File: config.mk
export PLATFORM = sky130hd
export DESIGN_NAME = serial_adder
export DESIGN_NICKNAME = d
export VERILOG_FILES = /design/src/rtl/serial_adder_pkg.sv /design/src/rtl/full_adder.sv /design/src/rtl/serial_adder.sv
export SDC_FILE = /design/constraint.sdc
export NUM_CORES = 1
export LEC_CHECK = 0
export CAP_MARGIN = 15
export CORE_ASPECT_RATIO = 0.5
export CORE_UTILIZATION = 40
export DETAILED_ROUTE_END_ITERATION = 12
export PLACE_DENSITY_LB_ADDON = 0.1
export SLEW_MARGIN = 30
export SYNTH_ARGS = -nofsm -noshare
export SYNTH_HDL_FRONTEND = slang
export SYNTH_SLANG_ARGS = --single-unit
File: constraint.sdc
create_clock -name clk -period 4.1 [get_ports clk]
set_clock_uncertainty 0.1 [all_clocks]
set_input_delay 0.615 -clock clk [delete_from_list [all_inputs] [get_ports clk]]
set_output_delay 0.615 -clock clk [all_outputs]
set_load 0.05 [all_outputs]
File: src/rtl/serial_adder_pkg.sv
// serial_adder_pkg: shared state type and counter-width helper for serial_adder.
package serial_adder_pkg;
  typedef enum logic {IDLE, SHIFT} adder_state_t;
  function automatic int cnt_w(input int w);
    return $clog2(w);
  endfunction
endpackage

File: src/rtl/full_adder.sv
// full_adder: single-bit combinational full adder.
module full_adder (
  input  logic a,
  input  logic b,
  input  logic ci,
  output logic co,
  output logic sum
);
  assign sum = a ^ b ^ ci;
  assign co  = (a & b) | (ci & (a ^ b));
endmodule

File: src/rtl/serial_adder.sv
// serial_adder: bit-serial WIDTH-bit adder, LSB first, one shared full_adder; SERIAL_ADDER_OVF_EN adds ovf.
module serial_adder
  import serial_adder_pkg::*;
#(
  parameter int WIDTH = 8
) (
  input  logic             clk,
  input  logic             rst,
  input  logic             start,
  input  logic [WIDTH-1:0] a_in,
  input  logic [WIDTH-1:0] b_in,
  input  logic             cin,
  output logic             busy,
  output logic             done,
  output logic [WIDTH-1:0] sum_out,
  output logic             cout
`ifdef SERIAL_ADDER_OVF_EN
  ,
  output logic             ovf
`endif
);
  localparam int CNT_W = cnt_w(WIDTH);
  adder_state_t state, state_d;
  logic [WIDTH-1:0] a_sh, b_sh, sum_sh;
  logic [CNT_W-1:0] cnt;
  logic carry, sum, co, last;
  full_adder u_fa (
    .a  (a_sh[0]),
    .b  (b_sh[0]),
    .ci (carry),
    .co (co),
    .sum(sum)
  );
  assign last = (cnt == CNT_W'(WIDTH - 1));
  assign busy = (state == SHIFT);
  always_comb begin
    state_d = state;
    state_d = (state == IDLE) ? (start ? SHIFT : IDLE) : (last ? IDLE : SHIFT);
  end
  always_ff @(posedge clk or posedge rst) begin
    if (rst) state <= IDLE;
    else state <= state_d;
  end
  always_ff @(posedge clk or posedge rst) begin
    if (rst) begin
      a_sh    <= '0;
      b_sh    <= '0;
      sum_sh  <= '0;
      carry   <= 1'b0;
      cnt     <= '0;
      done    <= 1'b0;
      sum_out <= '0;
      cout    <= 1'b0;
`ifdef SERIAL_ADDER_OVF_EN
      ovf     <= 1'b0;
`endif
    end else begin
      done <= 1'b0;
      if (state == IDLE && start) begin
        a_sh   <= a_in;
        b_sh   <= b_in;
        carry  <= cin;
        cnt    <= '0;
        sum_sh <= '0;
      end else if (state == SHIFT) begin
        a_sh   <= a_sh >> 1;
        b_sh   <= b_sh >> 1;
        sum_sh <= {sum, sum_sh[WIDTH-1:1]};
        carry  <= co;
        cnt    <= cnt + 1'b1;
        if (last) begin
          sum_out <= {sum, sum_sh[WIDTH-1:1]};
          cout    <= co;
          done    <= 1'b1;
`ifdef SERIAL_ADDER_OVF_EN
          // carry still holds the carry into the MSB on this edge
          ovf     <= carry ^ co;
`endif
        end
      end
    end
  end
endmodule

# --- Yosys cells after proc, flatten, opt, wreduce, memory -nomap -nowiden ---
# Index checks and enable logic that the tools add are counted.
word_totals:
  register_bits: 39
  in_bits: 20
  word_cells: 37
classes:
  add_sub_neg: 1
  eq_ne: 1
  mux: 16
  bitwise: 7
  reduce_logical: 3
ops:
  columns: ["cell", "n"]
  rows:
  - ["8-bit 2-to-1 mux", 6]
  - ["1-bit 2-to-1 mux", 8]
  - ["3-bit 2-to-1 mux", 2]
  - ["3-bit by 1-bit adder with 3-bit output (second input constant)", 1]
  - ["3-bit == test (second input constant)", 1]
  - ["3-bit AND reduction", 1]
  - ["1-bit bitwise AND", 2]
  - ["1-bit inverter", 2]
  - ["2-bit nonzero test", 1]
  - ["1-bit bitwise XOR", 2]
  - ["1-bit logical AND", 1]
  - ["1-bit OR", 1]

# --- Longest topological paths before layout ---
depth:
  depth_word: 5
  ltp_mapped: 4
  ltp_nobuf: 4

# --- Modules after synthesis ---
# From an unflattened synthesis, not the netlist that was laid out.
hier_totals:
  hier_cells: 142
  area_unflattened_um2: 1717.9
by_module_without_submodules:
  columns: ["module", "instances", "cells_each", "area_each_um2"]
  rows:
  - ["serial_adder", 1, 141, 1697.9]
  - ["full_adder", 1, 1, 20.0]

# --- Least setup slack after synthesis ---
# OpenSTA, ideal clock, no wires.
synth_path:
  path_type: "register to register"
  start: "reg cnt[0]"
  end: "reg cout"
  setup_time_ns: 0.125
  arrival_time_ns: 1.234
  required_time_ns: 3.875
  slack_ns: 2.641
  path_stages_with_launch: 5
  n_path_buf: 0
  period_less_slack_ns: 1.459
  path_cell_list: "dfrtp_1 ha_1 ha_1 nand2_8 mux2_4"
synth_via:
  elab_chain_cells: 2
synth_lines:
  columns: ["item", "line", "source"]
  rows:
  - ["start: declaration", "serial_adder.sv:25", "logic [CNT_W-1:0] cnt;"]
  - ["start signal: assignment", "serial_adder.sv:70", "cnt <= cnt + 1'b1;"]
  - ["3-bit == test", "serial_adder.sv:34", "assign last = (cnt == CNT_W'(WIDTH - 1));"]
  - ["3-bit AND reduction (no line)", null, null]
  - ["end signal: assignment", "serial_adder.sv:73", "cout <= co;"]
  - ["end: declaration", "serial_adder.sv:16", "output logic cout"]
# Every way passes these cells.
# A chain may end at the register's enable or synchronous reset.

# --- Worst setup path in the final report ---
layout_path:
  start: "reg sum_out[7]"
  end: "out sum_out[7]"
layout_rtl:
  columns: ["item", "line", "source"]
  rows:
  - ["start: declaration", "serial_adder.sv:15", "output logic [WIDTH-1:0] sum_out,"]
  - ["start signal: assignment", "serial_adder.sv:72", "sum_out <= {sum, sum_sh[WIDTH-1:1]};"]
# No word-level cell between the ends.

==> impl_metrics.tcl <==
set metrics [dict create \
    ys_ff_latch 38 \
    ant_nets 0 \
    placed_area_sq_um 2010 \
    rsz0062_at_grt "no" \
    drt-vias-per-instance 4.70 \
    postCtsSetupBuffers 0 \
    final-max-slew-violation-count 0 \
    h-tree-depth 2 \
    synth_cells 139 \
    setup_viol 0 \
    rows 16 \
    worstPathRequired_ns 3.38 \
    endpoint_kind "primary output" \
    die_area_sq_um 4550 \
    drt_iter0_drc 43 \
    path_class "reg -> out" \
    path_cells "clkdlybuf4s50_1" \
    grt_pass1_wl_um 4620 \
    cts_resized 0 \
    relSlewSlack 0.652 \
    status "completed" \
    num_io_pins 31 \
    cts_tree "done" \
    clock-sinks 38 \
    worst_slack_ns 1.93 \
    min-delay-start "b_sh[5]" \
    r2r_cells 3 \
    grt_pass1_vias 1023 \
    final_cell_mix "dfrtp_1, clkdlybuf4s50_1, nand2_1, mux2i_1, o21ai_1" \
    nets 193 \
    start_kind "flip-flop" \
    period_share 0.529 \
    hp-class "reg -> reg" \
    start_util 0.428 \
    final.min_clock_period_ns 2.17 \
    clk_pin_slew_ns 0.07 \
    grt_antenna_before_repair 0 \
    placedCellCount 217 \
    pre_cts_ws_ns 2.10 \
    finalWirelength_um 2710 \
    final-hold-violation-count 0 \
    syn_avg_cell_area_sq_um 12.3 \
    ir_drop_uv 213 \
    crit_path_end "sum_out[7]" \
    grt_max_degree 54 \
    reg2reg_from "busy" \
    tns_ns 0 \
    tightestPinTransition_ns 0.522 \
    seq_area_frac_synth 0.557 \
    critPathMaxStageDelay_ns 0.81 \
    synth_nets 162 \
    dp_hpwl_um 1730 \
    instances_no_fill 225 \
    drc 0 \
    startpoint "sum_out[7]" \
    synth_cell_types 21 \
    clock_latency_ns 0.29 \
    clockBufferDepth 2 \
    dr.pass1.iters 4 \
    syn_area_sq_um 1710 \
    p_leak_nw 1.00 \
    cap_violations 0 \
    vias 1058 \
    io_buffers 30 \
    r2r_slack_ns 2.57 \
    post_drt_wl_per_cell_um 12.0 \
    cts_root_buf "clkbuf_8" \
    slowest_stage "clkdlybuf4s50_1" \
    critPathBufInv 1 \
    worstPathMaxFanout 2 \
    postLayoutCellArea_sq_um 2120 \
    grt-ovfl-total 0 \
    fill_cells 361 \
    dieHeight_um 48.2 \
    critical_path_depth 1 \
    die_x_um 94.4 \
    area_growth_pct 24.5 \
    numCtsBuffers 5 \
    num_antenna_cells 0 \
    cp_data_arrival_time_ns 1.45 \
    fmax_ghz 0.461 \
    ys_warn_count 0 \
    grt_usage 0.143 \
    final_common_cell "dfrtp_1" \
    critPathTopFamily "buffers and inverters" \
    cts_hold_buf 0 \
    r2r_end "sum_out[0]" \
    power_density_nw_per_um2 740 \
    placeableCoreArea_sq_um 3980 \
    drive_gt1_frac 0.135 \
    gp_congestion 0.681 \
]
worst min path at each step:
| stage | cells after the start | slack [ns] | to |
|---|---|---|---|
| 2_1_floorplan | 2 | 0.35 | a_sh[0] |
| 3_3_place_gp | 2 | 0.36 | a_sh[1] |
| 3_5_place_dp | 2 | 0.37 | a_sh[1] |
| 4_1_cts | 2 | 0.39 | b_sh[4] |
| 5_1_grt | 2 | 0.40 | b_sh[4] |
| 6_report | 2 | 0.38 | b_sh[4] |
layer usage:
metal	track usage	wire length, um	up-vias
li1	-	-	532
met1	0.174	1340	498
met2	0.230	1200	23
met3	0.0561	135	5
met4	0.0738	38	0
met5	0	0	-
final cells by class:
class | count | area (sq um) | area share
Inverter | 2 | 7.51 | 0.00353
Tap cell | 54 | 67.6 | 0.0318
Multi-Input combinational cell | 90 | 666 | 0.313
Sequential cell | 38 | 951 | 0.448
Clock buffer | 8 | 110 | 0.0518
Timing Repair Buffer | 33 | 323 | 0.152
worst reg2reg max path, stage by stage (launching register included):
cell and delay, ns:
dfrtp_1 0.34, buf_4 0.45, nand2_8 0.18, mux2_4 0.35
metrics by stage:
step | hold slack [ns] | power, mW | utilization
finish | 0.380 | 1.57 | 0.533
global route | 0.404 | 1.69 | 0.533
CTS | 0.390 | 1.60 | 0.533
detailed placement | 0.372 | 1.29 | 0.506
global placement | 0.362 | 1.28 | 0.506
floorplan | 0.349 | 1.13 | -
registers in the layout, indices dropped and copies added, names as in the netlist:
register and count:
b_sh 8, a_sh 8, done 1, cout 1, sum_sh 7, carry 1, cnt 3, busy 1
sum_out 8
Yosys cell counts:
cell	instances	area (sq um)
fa_1	1	20.0
clkbuf_2	1	5.00
o21ai_0	11	55.1
mux2_4	9	135
nand2_1	23	86.3
nand2_8	1	20.0
buf_2	4	20.0
nor2_4	1	11.3
buf_8	1	15.0
dfrtp_1	38	951
o21ai_1	12	60.1
a21oi_1	1	5.00
inv_1	2	7.51
nand2b_1	8	50.1
ha_1	2	25.0
nor2_1	2	7.51
buf_6	2	22.5
mux2_2	1	11.3
mux2i_1	17	170
a22o_1	1	8.76
buf_12	1	20.0
report_power, final:
group	switching [mW]	total, mW	internal [mW]	leakage [nW]
sequential	0.0879	0.618	0.530	0.495
combinational	0.381	0.659	0.277	0.450
clock	0.125	0.295	0.170	0.0575
total	0.594	1.57	0.977	1.00
kinds of logic (layout without fill, tap and decap cells):
logic type,after synthesis,count (layout),share of synthesized area
fa+ha+maj,3,3,0.0264
flops,38,38,0.557
mux,27,27,0.185
buf+inv,11,43,0.0528
simple gates,35,35,0.103
compound gates,25,25,0.0755
(Power assumes the default switching activity.)
==> RTL change (same settings) <==
Build with the macro `SERIAL_ADDER_OVF_EN` defined.
--- a/src/rtl/serial_adder.sv
+++ b/src/rtl/serial_adder.sv
@@ -1,4 +1,6 @@
 // serial_adder: bit-serial WIDTH-bit adder, LSB first, one shared full_adder; SERIAL_ADDER_OVF_EN adds ovf.
+`define SERIAL_ADDER_OVF_EN
+
 module serial_adder
   import serial_adder_pkg::*;
 #(
Check against the original RTL (old outputs only; new: ovf): equivalent (equiv_simple and equiv_induct, registers matched by name and starting in step).
==> RTL change against the unedited design <==
Register-to-register slack worse by 170 ps. Worst setup slack better by 1.4 ps. Count of clock-buffer cells in the layout shrank 1. Highest routed layer unchanged. First-iteration DRC count decreased by 35%. Wire length rose by 5.2%. Die area grew 1.1%. Design area grew 1.7%. Power down 0.81%. Synthesized cell count up 3.6%. Synthesized area is 1.1% higher. Sequential cell count rose by 1. Sequential power rose by 1%. Final cell count is 2.2% higher. Utilization rose by 0.37 points.
==> RTL change: results (changes against the unedited design) <==
gpl congestion 0.681 (about the same); share of cells above drive strength 1 13.1% (-0.38 points); slew at the pin closest to its max-slew limit 622 ps (+100 ps); Critical R2R Capture sum_out[5]; GR Layer Usage met1 19.2% (+1.8 points); via count of the first global-routing pass 1065 (+4.1%); logic depth of the worst register-to-register path 4 (+1); met1 layer wirelength in the final routing 1450 µm (+8.1%); post-synthesis compound-gate area fraction 7.18% (-0.37 points); proportion of synthesized chip area in sequential cells 56.6% (+0.84 points); metal3 WL 157 µm (+16%); xor/xnor share of the synthesized area 0.508% (+0.51 points); status completed; Worst Hold Endpoint b_sh[1]; proportion of power drawn by flip-flops and latches 40.3% (+1.0 points); met2 track demand over resource in global routing 21.3% (-1.7 points); antenna violations before repair 0 (unchanged); DRC marker count from the first detailed-route iteration 28 (-35%); met2 wire length 1230 µm (+2.9%); IR drop worst, VDD 0.000182 V (-14%); largest net degree at the start of global routing 54 (unchanged); first-pass GRT wire length 4950 µm (+7.3%); unique cell type count in the Yosys netlist 18 (-14%); GRT Overall Usage 14.3% (-0.020 points); power drawn by the clock network 0.289 mW (-2%); met3 track demand over resource in global routing 5.82% (+0.21 points); final HPWL from detailed placement 1830 µm (+5.7%); CTS-repair resized insts 0 (unchanged); synth top area cells dfrtp_1, mux2i_1, mux2_4, o21ai_0, nand2_1; Adder-Cell Fraction of Synth Area 2.61% (-0.029 points); Avg Vias per Cell 4.69 (-0.32%); number of nets in the finished design 198 (+2.6%); port buffer count 31 (+3.3%); fraction of synthesized area in multiplexers 19.6% (+1.0 points); Sequential Power 0.627 mW (+1%); cell types with the highest counts after synthesis dfrtp_1, nand2_1, o21ai_0; Routed WL 2850 µm (+5.2%)
RTL change: cell count changes in the layout (fill, tap and decap cells not counted), sizes merged:
cell,delta
dfrtp,+1
inv,+1
mux2,+1
clkbuf,-1
clkdlybuf4s50,+1
a21oi,-1
xor2,+1
clkinvlp,+1
mux2i,+1
RTL change: final cells by class:
class                           count  area (µm²)  share of cell area, %
Multi-Input combinational cell     92         669                   31.0
Inverter                            3        11.3                  0.521
Timing Repair Buffer               34         333                   15.4
Clock inverter                      1        7.51                  0.347
Sequential cell                    39         976                   45.2
Tap cell                           54        67.6                   3.13
Clock buffer                        7        96.3                   4.46
RTL change: stage by stage:
stage	instances	util (%)	worst slack [ps]	instance area, µm²
6_report	230	53.7	1930	2160
5_1_grt	230	53.7	1870	2160
4_1_cts	230	53.7	1910	2160
3_5_place_dp	222	51.1	2040	2060
3_3_place_gp	222	51.1	2060	2060
2_1_floorplan	144	-	2500	1730
RTL change: kinds of logic (layout without fill, tap and decap cells):
logic type | after synthesis | count (layout)
flip-flops | 39 | 39
XOR/XNOR | 1 | 1
buffers and inverters | 13 | 45
adder cells (fa/ha/maj) | 3 | 3
AO/OA/AOI/OAI | 24 | 24
AND/OR/NAND/NOR | 35 | 35
multiplexers | 29 | 29
RTL change: worst max-delay path by stage:
stage | from | to | slack [ps] | cells past startpoint
after floorplan | rst | a_sh[0] | 2500 | 1
after global placement | start | cnt[0] | 2060 | 4
after global routing | sum_out[4] | sum_out[4] | 1870 | 1
final | sum_out[7] | sum_out[7] | 1930 | 1
after CTS | sum_out[7] | sum_out[7] | 1910 | 1
after detailed placement | start | cnt[0] | 2040 | 4
